## config.mk

```make
export PLATFORM = sky130hd
export DESIGN_NAME = registrador_pilha
export DESIGN_NICKNAME = d
export VERILOG_FILES = /design/src/rtl/registrador_pilha.sv
export SDC_FILE = /design/constraint.sdc
export NUM_CORES = 1
export LEC_CHECK = 0
export ABC_AREA = 1
export CORE_UTILIZATION = 62
export DETAILED_ROUTE_END_ITERATION = 8
export GPL_TIMING_DRIVEN = 0
export PLACE_DENSITY = 0.85
export RECOVER_POWER = 100
export SLEW_MARGIN = 40
export SYNTH_ARGS = -nofsm -noshare
export SYNTH_HDL_FRONTEND = slang
export SYNTH_SLANG_ARGS = --single-unit
```

## constraint.sdc

```tcl
create_clock -name clock -period 5.27 [get_ports clock]
set_input_delay 0.527 -clock clock [delete_from_list [all_inputs] [get_ports clock]]
set_output_delay 0.527 -clock clock [all_outputs]
set_load 0.005 [all_outputs]
```

## src/rtl/registrador_pilha.sv

```systemverilog
// Undo stack of DEPTH words with sticky overflow/underflow flags and a
// registered random-access read port indexed from the top of the stack.
module registrador_pilha #(
  parameter int WIDTH = 9,
  parameter int DEPTH = 9,
  localparam int CW = $clog2(DEPTH + 1),
  localparam int AW = $clog2(DEPTH)
) (
  input  logic             clock,
  input  logic             clear,
  input  logic             enable,
  input  logic             push,
  input  logic             pop,
  input  logic [WIDTH-1:0] D,
  output logic [WIDTH-1:0] Q,
  output logic [CW-1:0]    count,
  output logic             empty,
  output logic             full,
  output logic             overflow,
  output logic             underflow,
  input  logic             rd_req,
  input  logic [AW-1:0]    rd_idx,
  output logic [WIDTH-1:0] rd_data,
  output logic             rd_valid
);

  typedef enum logic [2:0] {
    OP_IDLE      = 3'd0,
    OP_PUSH      = 3'd1,
    OP_POP       = 3'd2,
    OP_REPLACE   = 3'd3,
    OP_OVERFLOW  = 3'd4,
    OP_UNDERFLOW = 3'd5
  } op_e;

  logic [WIDTH-1:0] mem_r [DEPTH];
  logic [CW-1:0]    count_r;
  logic             overflow_r;
  logic             underflow_r;
  logic [WIDTH-1:0] rd_data_r;
  logic             rd_valid_r;

  op_e              op_s;
  logic             empty_s;
  logic             full_s;
  logic [CW-1:0]    top_s;
  logic [CW-1:0]    rd_idx_ext_s;
  logic [CW-1:0]    rd_pos_s;
  logic             rd_hit_s;
  logic [WIDTH-1:0] q_s;

  assign empty_s      = (count_r == CW'(0));
  assign full_s       = (count_r == CW'(DEPTH));
  assign top_s        = count_r - CW'(1);
  assign rd_idx_ext_s = CW'(rd_idx);
  assign rd_pos_s     = top_s - rd_idx_ext_s;
  assign rd_hit_s     = (rd_idx_ext_s < count_r);

  // Decode the requested operation against the current occupancy.
  always_comb begin
    op_s = OP_IDLE;
    if (enable) begin
      case ({push, pop})
        2'b10:   op_s = full_s  ? OP_OVERFLOW  : OP_PUSH;
        2'b01:   op_s = empty_s ? OP_UNDERFLOW : OP_POP;
        2'b11:   op_s = empty_s ? OP_PUSH      : OP_REPLACE;
        default: op_s = OP_IDLE;
      endcase
    end else begin
      op_s = OP_IDLE;
    end
  end

  // Top-of-stack view; stale storage is hidden while empty.
  always_comb begin
    q_s = {WIDTH{1'b0}};
    if (empty_s) begin
      q_s = {WIDTH{1'b0}};
    end else begin
      q_s = mem_r[AW'(top_s)];
    end
  end

  // Storage array: no reset, pops never erase a word.
  always_ff @(posedge clock) begin
    if (!clear) begin
      case (op_s)
        OP_PUSH:    mem_r[AW'(count_r)] <= D;
        OP_REPLACE: mem_r[AW'(top_s)]   <= D;
        default:    ;
      endcase
    end
  end

  // Occupancy and sticky error flags.
  always_ff @(posedge clock) begin
    if (clear) begin
      count_r     <= {CW{1'b0}};
      overflow_r  <= 1'b0;
      underflow_r <= 1'b0;
    end else begin
      case (op_s)
        OP_PUSH:      count_r     <= count_r + CW'(1);
        OP_POP:       count_r     <= count_r - CW'(1);
        OP_OVERFLOW:  overflow_r  <= 1'b1;
        OP_UNDERFLOW: underflow_r <= 1'b1;
        default:      count_r     <= count_r;
      endcase
    end
  end

  // Read port samples the pre-edge stack; misses return zero.
  always_ff @(posedge clock) begin
    if (clear) begin
      rd_valid_r <= 1'b0;
      rd_data_r  <= {WIDTH{1'b0}};
    end else if (enable && rd_req) begin
      rd_valid_r <= 1'b1;
      rd_data_r  <= rd_hit_s ? mem_r[AW'(rd_pos_s)] : {WIDTH{1'b0}};
    end else begin
      rd_valid_r <= 1'b0;
      rd_data_r  <= rd_data_r;
    end
  end

  assign Q         = q_s;
  assign count     = count_r;
  assign empty     = empty_s;
  assign full      = full_s;
  assign overflow  = overflow_r;
  assign underflow = underflow_r;
  assign rd_data   = rd_data_r;
  assign rd_valid  = rd_valid_r;

endmodule

```

# Yosys cells after proc, flatten, opt, wreduce, memory -nomap -nowiden
# Memories as Yosys holds them, arrays and structs flattened.
# Index checks and enable logic that the tools add are counted.
[word_totals]
regBits = 16
ramBits = 81
inputBits = 19
out_inout_bits = 27
elab_cells = 41
n_memories = 1
[memory_table]
columns = ["memory", "depth", "width", "rd", "rd_clocked_by_memory_dff", "write_ports", "line", "rtl"]
rows = [
  ["mem_r", 9, 9, 2, 0, 1, "36", "logic [WIDTH-1:0] mem_r [DEPTH];"],
]
[op_classes]
addsub = 3
order_cmp = 1
n_eq_ne = 9
muxes = 18
n_reduce_logical = 4
[ops]
columns = ["cell", "count"]
rows = [
  ["$mux 9", 3],
  ["$mux 3", 3],
  ["$pmux 3 s3", 1],
  ["$reduce_or 9->1", 1],
  ["$mux 1", 8],
  ["$pmux 4 s2", 1],
  ["$eq 3x2->1 const B", 2],
  ["$eq 3x3->1 const B", 2],
  ["$add 4x1->4 const B", 1],
  ["$eq 2x2->1 const B", 2],
  ["$eq 4x4->1 const B", 1],
  ["$logic_not 4->1", 1],
  ["$lt 4x4->1", 1],
  ["$mux 4", 1],
  ["$sub 4x1->4 const B", 1],
  ["$sub 4x4->4", 1],
  ["$eq 3x1->1 const B", 1],
  ["$eq 2x1->1 const B", 1],
  ["$mux 2", 1],
  ["$reduce_bool 2->1", 1],
  ["$logic_and 1x1->1", 1],
]

# Logic depth before layout (Yosys ltp)
# Gate-level depths: netlist (run 1).
[depth]
ltp_word = 10
depth_mapped = 19
mapped_depth_nobuf = 15

# Worst setup path before layout (run 1)
# Ideal clock, no wire load.
[synth_path]
path_kind = "register -> register"
start = "reg count_r[0] (netlist: count[0])"
end = "reg rd_data_r[7] (netlist: rd_data[7])"
setup_time_ns = 0.132
arrival_ns = 3.135
setup_slack_ns = 2.002
path_stages_with_launch = 19
n_path_buf = 6
synth_period_minus_slack_ns = 3.268
cell_sequence = "dfxtp_1 clkbuf_1 inv_1 buf_2 buf_2 ha_1 inv_1 clkbuf_1 fa_1 buf_2 clkinv_1 buf_2 nand3_1 nand3_1 nand2_1 inv_1 nand3_1 nand3_1 a21oi_1"
[synth_via]
elab_chain_cells = 4
[synth_rtl]
columns = ["item", "line", "rtl"]
rows = [
  ["from (decl)", "37", "logic [CW-1:0] count_r;"],
  ["from (signal assigned)", "98", "count_r <= {CW{1'b0}};"],
  ["from (signal assigned)", "103", "OP_PUSH: count_r <= count_r + CW'(1);"],
  ["from (signal assigned)", "104", "OP_POP: count_r <= count_r - CW'(1);"],
  ["$sub 4x1->4", "54", "assign top_s = count_r - CW'(1);"],
  ["$sub 4x4->4", "56", "assign rd_pos_s = top_s - rd_idx_ext_s;"],
  ["$mem_v2 9x9", "n/a", ""],
  ["$mux 9 (*)", "119", "rd_data_r <= rd_hit_s ? mem_r[AW'(rd_pos_s)] : {WIDTH{1'b0}};"],
  ["to (signal assigned)", "116", "rd_data_r <= {WIDTH{1'b0}};"],
  ["to (signal assigned)", "119", ""],
  ["to (signal assigned)", "122", "rd_data_r <= rd_data_r;"],
  ["to (decl)", "40", "logic [WIDTH-1:0] rd_data_r;"],
]
# Every way passes the cells marked *; elsewhere a longest branch is shown, timed or not.
# A chain may end at the register's enable or synchronous reset.

# Final worst setup path (run 1)
[layout_path]
start = "reg count_r[0] (netlist: count[0])"
end = "reg rd_data_r[5] (netlist: rd_data[5])"
# The elaborated chain is that of the path after synthesis.

==> results.txt, run 1 <==
For the number of antenna violations at the first check in global routing, the log shows 0. Averaged over all synthesized cells, the footprint is 8.59 um^2. The path with the worst hold slack has its endpoint at overflow. The logs give 9 for the number of buffers created by CTS and 0.356 for the global-route total usage across every layer.

For this design, the slowest cell found on the critical path is sky130_fd_sc_hd__clkbuf_1. In this run the cell area of the synthesized design comes to 0.00521 mm^2. TritonCTS built the clock tree. The net total in the final layout is 691, and the delay of the slowest cell on the worst path is 0.52 ns.

Dividing total power by cell area gives a power density of 342 mW/mm^2. The final layout contains routed wiring with a total length of 14600 um. The number of max-slew violations in the final report came out at 0. After synthesis, the netlist uses 36 different library cells. Compared with the post-synthesis result, the final layout area differs by 13.4%.

For the worst-skew pair, the clock arrives at the later sink with an insertion delay of 0.38 ns. The critical path starts at count[0]. The core region is 0.00818 mm^2.

The vias after detailed routing is 4700. The flow ran to the end, and the final reports show no timing, DRC or antenna violations. The count of TritonRoute iterations in the first routing pass is 5. For the worst slew slack as a fraction of its limit, the log shows 0.326. During synthesis, Yosys emitted a total of 0 warnings.

The number of instances in the synthesized netlist is 606. The post-synthesis async set-or-reset flop share is 0, and the fraction of layout cells with a size suffix above 1 is 0.0571. Setup repair after global routing left no endpoint under its margin. In the final layout, the multi-input gates occupy 0.00210 mm^2.

The tree is rooted in a sky130_fd_sc_hd__clkbuf_8. Static timing analysis puts the maximum clock frequency at 212 MHz. At the worst endpoint, the required time is 5.52 ns. The number of nets handed over by synthesis was 636.

The H-tree depth is 3, and the height of the die is 93.6 um. In the routed design, unresolved DRC markers number 0. For this design the top-level I/O count stands at 46. The max capacitance violation total came out at 0.

Via count of the first global-routing pass: 4446. In the final layout, flip-flops and latches occupy 0.00275 mm^2. After routing the design area is 0.00591 mm^2. The kind of cell with the highest combined delay along the critical path is buffers and inverters. For this design, the sink count on the clock tree is 97. The logs give 624 for the number of DRC violations after detailed-routing iteration 0 and 2020 uW for the post-layout total power. Walking the worst path, the cells encountered are clkbuf_1 > inv_1 > buf_2 > clkbuf_1 > ha_1 > xnor2_1 > inv_1 > clkbuf_1 > ha_1 > inv_1 > nand2_1 > nand2_1 > clkinv_1 > nand3_1 > and2_0 > nand3_1 > nand3_1 > a21oi_1. The placer congestion estimate is 0.976, and the via-per-instance ratio is 6.10. On the final layout, the worst clock skew is 0.0170 ns.

The number of buffers added to fix hold violations after cts is 0. The setup check on the worst reg-to-reg path leaves a slack of 0.55 ns. For the final hold violation count, the log shows 0.

The startpoint of the worst register-to-register path was count[0]. The remaining antenna violation count after routing is 0, and the cell depth of the worst flop-to-flop path is 18. Once the clock tree was built, the resizer swapped 0 gates to a different size. The ratio of final minimum period to clock period came out at 0.896.

The worst hold path was traced through 2 stages. Yosys mapped a number of flops with a built-in enable equal to 81. By startpoint and endpoint, the worst setup path is classified as flip-flop to flip-flop.

IR analysis of the VDD net gives a maximum drop of 234 uV. STA classifies the critical path endpoint as a flip-flop. The synthesized design contains 97 register bits. The minimum clock period after layout came out at 4.72 ns.

STA puts the critical path data arrival time at 4.97 ns. The worst hold path begins at overflow. Routed length per placed instance: 19.0 um. Measured along the x axis, the die boundary spans 93.6 um.

For the post-route worst setup slack, the log shows 0.549 ns. The endpoint identified for the worst register-to-register timing path is rd_data[5]. For the fill cell instance count of the final layout, the log shows 638. The clock-pin slew on the worst setup and hold paths was 0.11 ns; the final number of setup-violating endpoints was 0.

Setup total negative slack on the finished layout was measured at 0 ns. Kind of start point of the critical path: a flip-flop. The tools report the part of the Yosys area used for sequential elements as 0.529. Number of diodes: 0.

Counting both buffers and inverters, the worst setup path holds a total of 8. At the pin with the least slew margin, the transition time is 1.01 ns. The leakage component of the power was 0.00239 uW. The first global-routing pass estimated 22700 um of wire.

Before CTS, the worst setup slack after placement is 0.915 ns. The maximum fanout along the worst path was 10; the placed wire-length estimate was 10200 um. The run gives 0.637 as the initial cell density of the core. For this run the aggregate overflow at the end of global routing stands at 0. The tightest min-delay check is of the flip-flop to flip-flop type. Once placement finished, the instance area stood at 0.00580 mm^2. After clock tree synthesis, the setup repair step added 0 buffers. In the synthesized netlist the dominant register cell turns out to be sky130_fd_sc_hd__edfxtp_1.

The maximum root-to-sink buffer count is 2. During placement, the flow inserted port buffers numbering 44. The number of cell rows is 33, and the maximum number of pins on one net before global-route repair is 18.

The die covers 0.00877 mm^2.
==> layout by cell type, fill, tap and decap left out, drive strengths merged <==
master	synthesis	layout
dfxtp	16	16
and2	5	5
o21bai	1	1
nand4	4	4
clkinvlp	0	3
edfxtp	81	81
buf	13	10
xor2	1	1
fa	1	1
inv	42	44
o211ai	9	9
nand3	124	124
o31ai	1	1
a22oi	9	9
or2	1	1
clkdlybuf4s50	0	9
clkbuf	19	32
ha	10	10
xnor2	2	2
clkinv	3	4
nor2	15	15
dlygate4sd3	0	35
nand2	196	196
o21ai	12	12
nand3b	4	4
a21oi	37	37
==> metrics by stage <==
step | hold slack (ns) | utilization | cells
after global routing | 0.478 | 0.722 | 771
after CTS | 0.458 | 0.731 | 771
after global placement | 0.441 | 0.707 | 755
final | 0.452 | 0.722 | 771
after floorplan | 0.447 | - | 606
after detailed placement | 0.442 | 0.709 | 755
==> synthesized netlist by cell type (5+ instances only) <==
cell | number | area (um^2)
sky130_fd_sc_hd__a21oi_1 | 36 | 180
sky130_fd_sc_hd__a22oi_1 | 9 | 67.6
sky130_fd_sc_hd__and2_1 | 5 | 31.3
sky130_fd_sc_hd__buf_2 | 10 | 50.1
sky130_fd_sc_hd__clkbuf_1 | 19 | 71.3
sky130_fd_sc_hd__dfxtp_1 | 16 | 320
sky130_fd_sc_hd__edfxtp_1 | 81 | 2430
sky130_fd_sc_hd__ha_1 | 10 | 125
sky130_fd_sc_hd__inv_1 | 39 | 146
sky130_fd_sc_hd__nand2_1 | 196 | 736
sky130_fd_sc_hd__nand3_1 | 121 | 606
sky130_fd_sc_hd__nor2_1 | 13 | 48.8
sky130_fd_sc_hd__o211ai_1 | 9 | 67.6
sky130_fd_sc_hd__o21ai_0 | 6 | 30.0
==> area by class of cell <==
cell class	instances	share of cell area
repair buffers	44	0.0746
clock inverters	6	0.00826
clock buffers	10	0.0216
plain buffers	32	0.0229
multi-input cells	432	0.356
well taps	105	0.0222
inverters	45	0.0288
flip-flops and latches	97	0.466
==> how the worst max path moves through the flow <==
stage	endpoint	slack, ns	cells after the start
after CTS	rd_data[7]	0.89	19
after global routing	mem_r[6][5]	0.30	13
after floorplan	rd_data[7]	2.00	18
after detailed placement	rd_data[7]	0.92	19
final	rd_data[5]	0.55	18
after global placement	rd_data[1]	0.97	18
==> worst register-to-register path, stage by stage (launching register included) <==
cell and delay [ns]:
sky130_fd_sc_hd__dfxtp_1 0.40, sky130_fd_sc_hd__clkbuf_1 0.17, sky130_fd_sc_hd__inv_1 0.14, sky130_fd_sc_hd__buf_2 0.29, sky130_fd_sc_hd__clkbuf_1 0.49, sky130_fd_sc_hd__ha_1 0.33
sky130_fd_sc_hd__xnor2_1 0.11, sky130_fd_sc_hd__inv_1 0.11, sky130_fd_sc_hd__clkbuf_1 0.52, sky130_fd_sc_hd__ha_1 0.39, sky130_fd_sc_hd__inv_1 0.07, sky130_fd_sc_hd__nand2_1 0.04
sky130_fd_sc_hd__nand2_1 0.37, sky130_fd_sc_hd__clkinv_1 0.45, sky130_fd_sc_hd__nand3_1 0.19, sky130_fd_sc_hd__and2_0 0.24, sky130_fd_sc_hd__nand3_1 0.10, sky130_fd_sc_hd__nand3_1 0.10
sky130_fd_sc_hd__a21oi_1 0.07
==> where the power goes <==
part | internal (uW) | total [uW] | leakage, uW | switching (uW)
clock network | 178 | 462 | 0.0000852 | 284
registers | 843 | 852 | 0.000859 | 9.08
logic | 226 | 703 | 0.00144 | 478
total | 1250 | 2020 | 0.00239 | 771
==> cell families after synthesis <==
family,after synthesis,synth area share
xor gates and xnor gates,3,0.00505
and+or+nand+nor,349,0.300
adders and majority gates,11,0.0279
AOI/OAI and AO/OA,69,0.0781
buffers and inverters,77,0.0605
DFF,97,0.529
==> metal layers <==
layer / vias to the layer above / global-route usage / wire (um)
met5: - / 0 / 0
met1: 2135 / 0.469 / 5540
li1: 2184 / - / -
met3: 54 / 0.0683 / 1840
met2: 327 / 0.564 / 6780
met4: 0 / 0.183 / 471
==> registers in the layout, indices dropped and copies added (netlist names) <==
| register | flops |
|---|---|
| overflow | 1 |
| count | 4 |
| rd_valid | 1 |
| underflow | 1 |
| rd_data | 9 |
| mem_r | 81 |
Note: power is estimated with default switching activity, not from simulation.
==> inputs of run 2 (changes only) <==
--- a/config.mk
+++ b/config.mk
@@ -10,7 +10,7 @@
 export DETAILED_ROUTE_END_ITERATION = 8
 export GPL_TIMING_DRIVEN = 0
 export PLACE_DENSITY = 0.85
-export RECOVER_POWER = 100
+export RECOVER_POWER = 25
 export SLEW_MARGIN = 40
 export SYNTH_ARGS = -nofsm -noshare
 export SYNTH_HDL_FRONTEND = slang
==> constraint.sdc (replaced) <==
create_clock -name clock -period 5.27 [get_ports clock]
set_input_delay 0.527 -clock clock [delete_from_list [all_inputs] [get_ports clock]]
set_output_delay 0.527 -clock clock [all_outputs]
set_load 0.02 [all_outputs]
==> run 2 against run 1 <==
The run now ends with DRC left. Cell area grew 1.2%. Non-clock buffer count is the same. Setup slack better by 0.18 ns. Die area stayed put. Largest cell class unchanged. Largest power group unchanged. Highest routed layer unchanged.
==> results.txt, run 2 (synthesis results as in run 1) <==
The tree built by TritonCTS fans out to 97 sinks. VDD sags by at most 233 uV. STA classifies the critical path startpoint as a flip-flop. The portion of total power attributed to combinational logic is 0.365.

In the routed design, unresolved DRC markers number 2. At the end of routability-driven placement, the weighted congestion stood at 0.976. For the worst-skew pair, the clock arrives at the later sink with an insertion delay of 0.38 ns. For the number of top-level design ports, the log shows 46. Timing analysis after detailed placement gives a worst setup slack of 0.915 ns. The achievable frequency is 220 MHz, and the first-pass GRT wire length is 22700 um. Buffers inserted to repair hold after CTS numbered 0.

The tools report the clock tree skew after final layout as 0.0179 ns. The tools report the H-tree depth as 3. TritonCTS built the clock tree.

By startpoint and endpoint, the worst setup path is classified as flip-flop to primary output. After layout, the minimum clock period comes to 4.54 ns. The ratio of final minimum period to clock period was 0.862. Power spread over the standard cell area amounts to 347 mW/mm^2.

The buffer type at the clock tree root is sky130_fd_sc_hd__clkbuf_8. The vias after detailed routing is 4750, and the post-route worst setup slack is 0.729 ns. Leaving out fill and tap cells, the most frequent cell in the layout is sky130_fd_sc_hd__nand2_1.

In the final routed layout, each cell accounts on average for 18.9 um. The worst slew slack as a fraction of its limit is 0.449, and the sequential cell fraction of total power is 0.412. The final hold violation count was 0; the height of the die was 93.6 um. The area growth from synthesis to final layout came out at 14.8%. The total negative slack for setup checks came out at 0 ns. The logs give 0 for the count of buffers added by post-CTS timing repair for setup and 18 for the maximum number of pins on one net before global-route repair.

The count of buffers from port buffering was 44. The tools report the leakage component of the power as 0.00236 uW. The tightest min-delay check is of the flip-flop to flip-flop type. The tools report the fill cell instance count of the final layout as 623. After clock tree synthesis, the repair step resized 0 gates. The post-layout total power came out at 2070 uW. The register with the most flip-flops in the layout has 81 of them. The via-per-instance ratio came out at 6.16. The count of nets left with antenna violations once routing finished came out at 0. The run gives 691 as the net total in the final layout. With fillers left out, the area of the finished cells amounts to 0.00598 mm^2. The pre-antenna-repair detailed-routing pass consisted of 8 iterations. TritonCTS created 9 clock buffers. The maximum root-to-sink buffer count came out at 2.

The tool flagged a number of max-cap violations equal to 0. The chip width came out at 93.6 um. The fraction of layout cells with a size suffix above 1 works out to 0.0721.

For the initial cell density of the core, the log shows 0.637. The via count of the first global-routing pass was 4446. The die outline area was 0.00877 mm^2. Utilization after layout: 0.731. The post-detailed-placement cell area was 0.00580 mm^2. The flow ran to the end, but the final reports show violations. Maximum fanout along the worst path: 10. The checks that failed: DRC.

The final number of setup-violating endpoints was 0. The total core area is 0.00818 mm^2. Setup repair after global routing left no endpoint under its margin. The logs give 1260 uW for the internal power consumption and 0 for the number of antenna violations at the first check in global routing.

The transition time at the pin with the least slew margin works out to 0.824 ns. The top cell types in the final layout, fill and taps aside, are sky130_fd_sc_hd__nand2_1, sky130_fd_sc_hd__nand3_1, sky130_fd_sc_hd__edfxtp_1, sky130_fd_sc_hd__inv_1, sky130_fd_sc_hd__clkdlybuf4s50_1. STA puts the critical path data required time at 4.74 ns.

In this run the power spent charging and discharging nets is 808 uW. 0 antenna diodes ended up in the layout. The logs give 0 for the global-route congestion overflow total and 4.01 ns for the data arrival time of the worst path. For the final routed wirelength across all metal layers, the log shows 14600 um. The switching share of power is 0.390. The tools report the number of DRC violations after detailed-routing iteration 0 as 656. The number of max-slew violations in the final report came out at 0. Row generation in the floorplan step produced 33 rows.

Summed over all nets, the half-perimeter wirelength after detailed placement is 10200 um. After clock tree synthesis, the clock-pin slew on the worst setup and hold paths is 0.11 ns. The global-route total usage across every layer is 0.356. STA classifies the critical path endpoint as a primary output. Counting flops per register, the top entry is mem_r. For the clock share of power, the log shows 0.223.
run 2: worst paths after layout:
path | startpoint | to | slack [ns] | cells after the start
setup / recovery | count[0] | Q[5] | 0.73 | 14
setup reg to reg | count[0] | rd_data[5] | 0.75 | 18
hold reg to reg | overflow | overflow | 0.46 | 2
hold / removal | overflow | overflow | 0.46 | 2
run 2: per-stage QoR:
step / cells / hold slack [ns]
final: 771 / 0.455
after global routing: 771 / 0.481
after CTS: 771 / 0.458
after detailed placement: 755 / 0.442
after global placement: 755 / 0.441
after floorplan: 606 / 0.526
run 2: layout make-up:
class                      count  area, um^2  share of cell area
sequential                    97        2750               0.461
multi-input combinational    432        2160               0.361
timing repair buffer          44         440              0.0737
inverter                      45         171              0.0287
buffer                        32         144              0.0241
tap                          105         131              0.0220
clock buffer                  10         128              0.0214
clock inverter                 6        48.8             0.00817
run 2: power groups by stage:
| stage | combinational (uW) | clock, uW | sequential, uW |
|---|---|---|---|
| floorplan | 464 | 0 | 878 |
| global placement | 716 | 0 | 870 |
| detailed placement | 730 | 0 | 870 |
| CTS | 733 | 456 | 852 |
| global route | 814 | 485 | 854 |
| finish | 757 | 461 | 853 |
run 2: routing by layer:
metal	up-vias	wire length, um	track usage
li1	2182	-	-
met1	2159	5500	0.469
met2	355	6810	0.564
met3	54	1790	0.0683
met4	0	485	0.183
met5	-	0	0
run 2: critical path: stages, from the launching register on:
cell                              delay (ns)
sky130_fd_sc_hd__dfxtp_1                0.50
sky130_fd_sc_hd__clkbuf_1               0.21
sky130_fd_sc_hd__inv_1                  0.12
sky130_fd_sc_hd__buf_2                  0.23
sky130_fd_sc_hd__buf_2                  0.24
sky130_fd_sc_hd__ha_1                   0.36
sky130_fd_sc_hd__inv_1                  0.13
sky130_fd_sc_hd__clkbuf_1               0.46
sky130_fd_sc_hd__a21oi_1                0.08
sky130_fd_sc_hd__a22oi_1                0.28
sky130_fd_sc_hd__nand2_1                0.10
sky130_fd_sc_hd__nand3_1                0.11
sky130_fd_sc_hd__o211ai_1               0.13
sky130_fd_sc_hd__inv_1                  0.09
sky130_fd_sc_hd__clkdlybuf4s50_1        0.59
==> inputs of run 3 (changes only) <==
--- a/config.mk
+++ b/config.mk
@@ -9,9 +9,10 @@
 export CORE_UTILIZATION = 62
 export DETAILED_ROUTE_END_ITERATION = 8
 export GPL_TIMING_DRIVEN = 0
-export PLACE_DENSITY = 0.85
+export PLACE_DENSITY = 0.88
 export RECOVER_POWER = 25
 export SLEW_MARGIN = 40
 export SYNTH_ARGS = -nofsm -noshare
 export SYNTH_HDL_FRONTEND = slang
 export SYNTH_SLANG_ARGS = --single-unit
+export TNS_END_PERCENT = 10
==> run 3 against run 2 <==
The flow now finishes without violations. Critical path depth rose by 5. Total power is 2.4% higher. First-iteration DRC count increased by 37%. Non-clock buffer count is the same. Die area unchanged. Clock skew down 0.0017 ns. Clock-buffer cell count rose by 1. Via count is 4.7% higher. Sequential cell count unchanged. Sequential share of layout area shrank 0.17 points. Final cell count is the same. Combinational power is 2% higher.
==> results.txt, run 3 (synthesis results as in run 1) <==
The first global-routing pass estimated 23800 um of wire. Setup violations remaining at the end of the flow were counted as 0. More flip-flops sit in one register than any other, and that register is mem_r. The top cell types in the final layout, fill and taps aside, are sky130_fd_sc_hd__nand2_1, sky130_fd_sc_hd__nand3_1, sky130_fd_sc_hd__edfxtp_1, sky130_fd_sc_hd__inv_1, sky130_fd_sc_hd__clkdlybuf4s50_1. Commonest non-fill, non-tap cell in the layout: sky130_fd_sc_hd__nand2_1. Of all nets on the critical path, the largest fanout is 10.

The run gives 15500 um as the final routed wirelength across all metal layers. The worst slew slack as a fraction of its limit is 0.490. For the number of buffers created by CTS, the log shows 9.

The tools report the total negative slack for setup checks as 0 ns. The worst setup path is captured at a flip-flop. The critical path is of the flip-flop to flip-flop type. The remaining antenna violation count after routing was 0. The run gives 0 as the number of antenna violations at the first check in global routing. The hold path startpoint was overflow.

The run gives 0.38 ns as the clock latency reported for the late side of the worst-skew pair. For this design, the sink count on the clock tree is 97. On the final layout, the worst clock skew is 0.0162 ns.

Summed over all nets, the half-perimeter wirelength after detailed placement is 10300 um. The floorplan step set the die width to 93.6 um. The tools report the startpoint of the worst setup timing path as count[0].

The tools report the leakage component of the power as 0.00236 uW. TritonCTS built the clock tree. The fraction of layout cells with a size suffix above 1 is 0.0721.

The met2 capacity usage during global routing was 0.558; the clock-pin slew on the worst setup and hold paths was 0.10 ns. Once the clock tree was built, the resizer swapped 0 gates to a different size. The final hold violation count is 0, and the number of DRC violations after detailed-routing iteration 0 is 898. Minimum clock period after layout: 4.76 ns. The flop-to-flop setup slack is 0.51 ns.

STA puts the critical path data arrival time at 5.02 ns. Number of buffers added to fix hold violations after cts: 0. The worst path required time is 5.53 ns, and the met1 routing resource usage after global routing is 0.475. In the final routed layout, each cell accounts on average for 20.1 um.

The register with the most flip-flops in the layout has 81 of them. The via count of the first global-routing pass came out at 4732. In this run the critical register-to-register path is launched from count[0]. The tools report the number of max-slew violations in the final report as 0. The detailed router placed 4971 vias in this run. The slowest stage of the critical path belongs to the cell sky130_fd_sc_hd__clkbuf_1. The logs give 33 for the number of cell rows and 2 for the maximum root-to-sink buffer count. The path class of the tightest hold or removal check is flip-flop to flip-flop.

For this run, the top clock speed supported by timing is 210 MHz. The run finished with clean final reports. The ratio of final minimum period to clock period works out to 0.903. The area growth from synthesis to final layout is 15.2%, and the global-route total usage across every layer is 0.374. The power density relative to cell area is 353 mW/mm^2, and the count of TritonRoute iterations in the first routing pass is 8. The initial cell density of the core was 0.637. The congestion estimate from routability-driven global placement came to 1.01. For this run the aggregate overflow at the end of global routing stands at 0.

The tools report the total core area as 0.00818 mm^2. The tools report the buffer type at the clock tree root as sky130_fd_sc_hd__clkbuf_8. The logs give 0.00877 mm^2 for the die outline area and 0 for the final routed DRC violation total.

The number of top-level design ports was 46; the peak supply drop was 184 uV. The delay of the slowest cell on the worst path is 0.60 ns. The kind of start point of the critical path was a flip-flop.

For the pin with the worst max-slew slack, the measured transition is 0.764 ns. Setup repair after global routing left no endpoint under its margin. 0 antenna diodes ended up in the layout. For the utilization after layout, the log shows 0.734.

For the H-tree depth, the log shows 3. The net count of the finished layout is 691. The most common cell type on the critical path was sky130_fd_sc_hd__inv_1. For the met3 global-route usage, the log shows 0.0976.

The layer carrying the most global-route usage was met2. In this run the vertical extent of the chip is 93.6 um. The tool flagged a number of max-cap violations equal to 0. In the routed layout, each cell is associated on average with a via count of 6.45. Traced cell by cell, the critical path runs through clkbuf_1 > inv_1 > buf_2 > buf_2 > ha_1 > xnor2_1 > inv_1 > clkbuf_1 > ha_1 > inv_1 > nand2_1 > nand2_1 > clkinv_1 > nand3_1 > nand2_1 > inv_1 > nand3_1 > nand3_1 > a21oi_1. The count of buffers from port buffering was 44; the fill cell instance count of the final layout was 576. The maximum number of pins on one net before global-route repair came out at 18. The count of buffers added by post-CTS timing repair for setup was 0.
run 3: stage by stage:
step / area [um^2] / total power (uW) / setup slack [ns] / cells / hold WS (ns)
after floorplan: 5210 / 1340 / 1.89 / 606 / 0.526
after global placement: 5780 / 1570 / 1.01 / 755 / 0.439
after detailed placement: 5800 / 1600 / 0.943 / 755 / 0.448
after CTS: 6000 / 2070 / 0.833 / 771 / 0.463
after global routing: 6000 / 2200 / 0.458 / 771 / 0.484
final: 6000 / 2120 / 0.510 / 771 / 0.457
run 3: worst paths after layout:
kind                      to  cells after the start
hold reg to reg     overflow                      2
setup reg to reg  rd_data[7]                     19
hold / removal      overflow                      2
setup / recovery  rd_data[7]                     19
run 3: power by group:
part	switching, uW	internal [uW]
clock network	273	224
registers	9.82	843
logic	527	242
total	810	1310
run 3: per-layer routing:
metal,vias to the layer above,part of all wire
li1,2181,-
met1,2221,0.35
met2,453,0.45
met3,116,0.14
met4,0,0.069
met5,-,0
run 3: area by class of cell:
| type | instances | area [um^2] | area share |
|---|---|---|---|
| repair buffers | 44 | 440 | 0.0734 |
| clock buffers | 11 | 131 | 0.0219 |
| well taps | 105 | 131 | 0.0219 |
| plain buffers | 32 | 144 | 0.0240 |
| inverters | 45 | 171 | 0.0286 |
| multi-input cells | 432 | 2160 | 0.360 |
| clock inverters | 5 | 65.1 | 0.0108 |
| flip-flops and latches | 97 | 2750 | 0.459 |
run 3: worst max-delay path: cells and delay by family, from the launching register on:
kind	cells	cell delay (ns)
and+or+nand+nor	6	0.91
DFF	1	0.41
xor gates and xnor gates	1	0.12
adders and majority gates	2	0.77
buffers and inverters	9	2.33
AOI/OAI and AO/OA	1	0.08
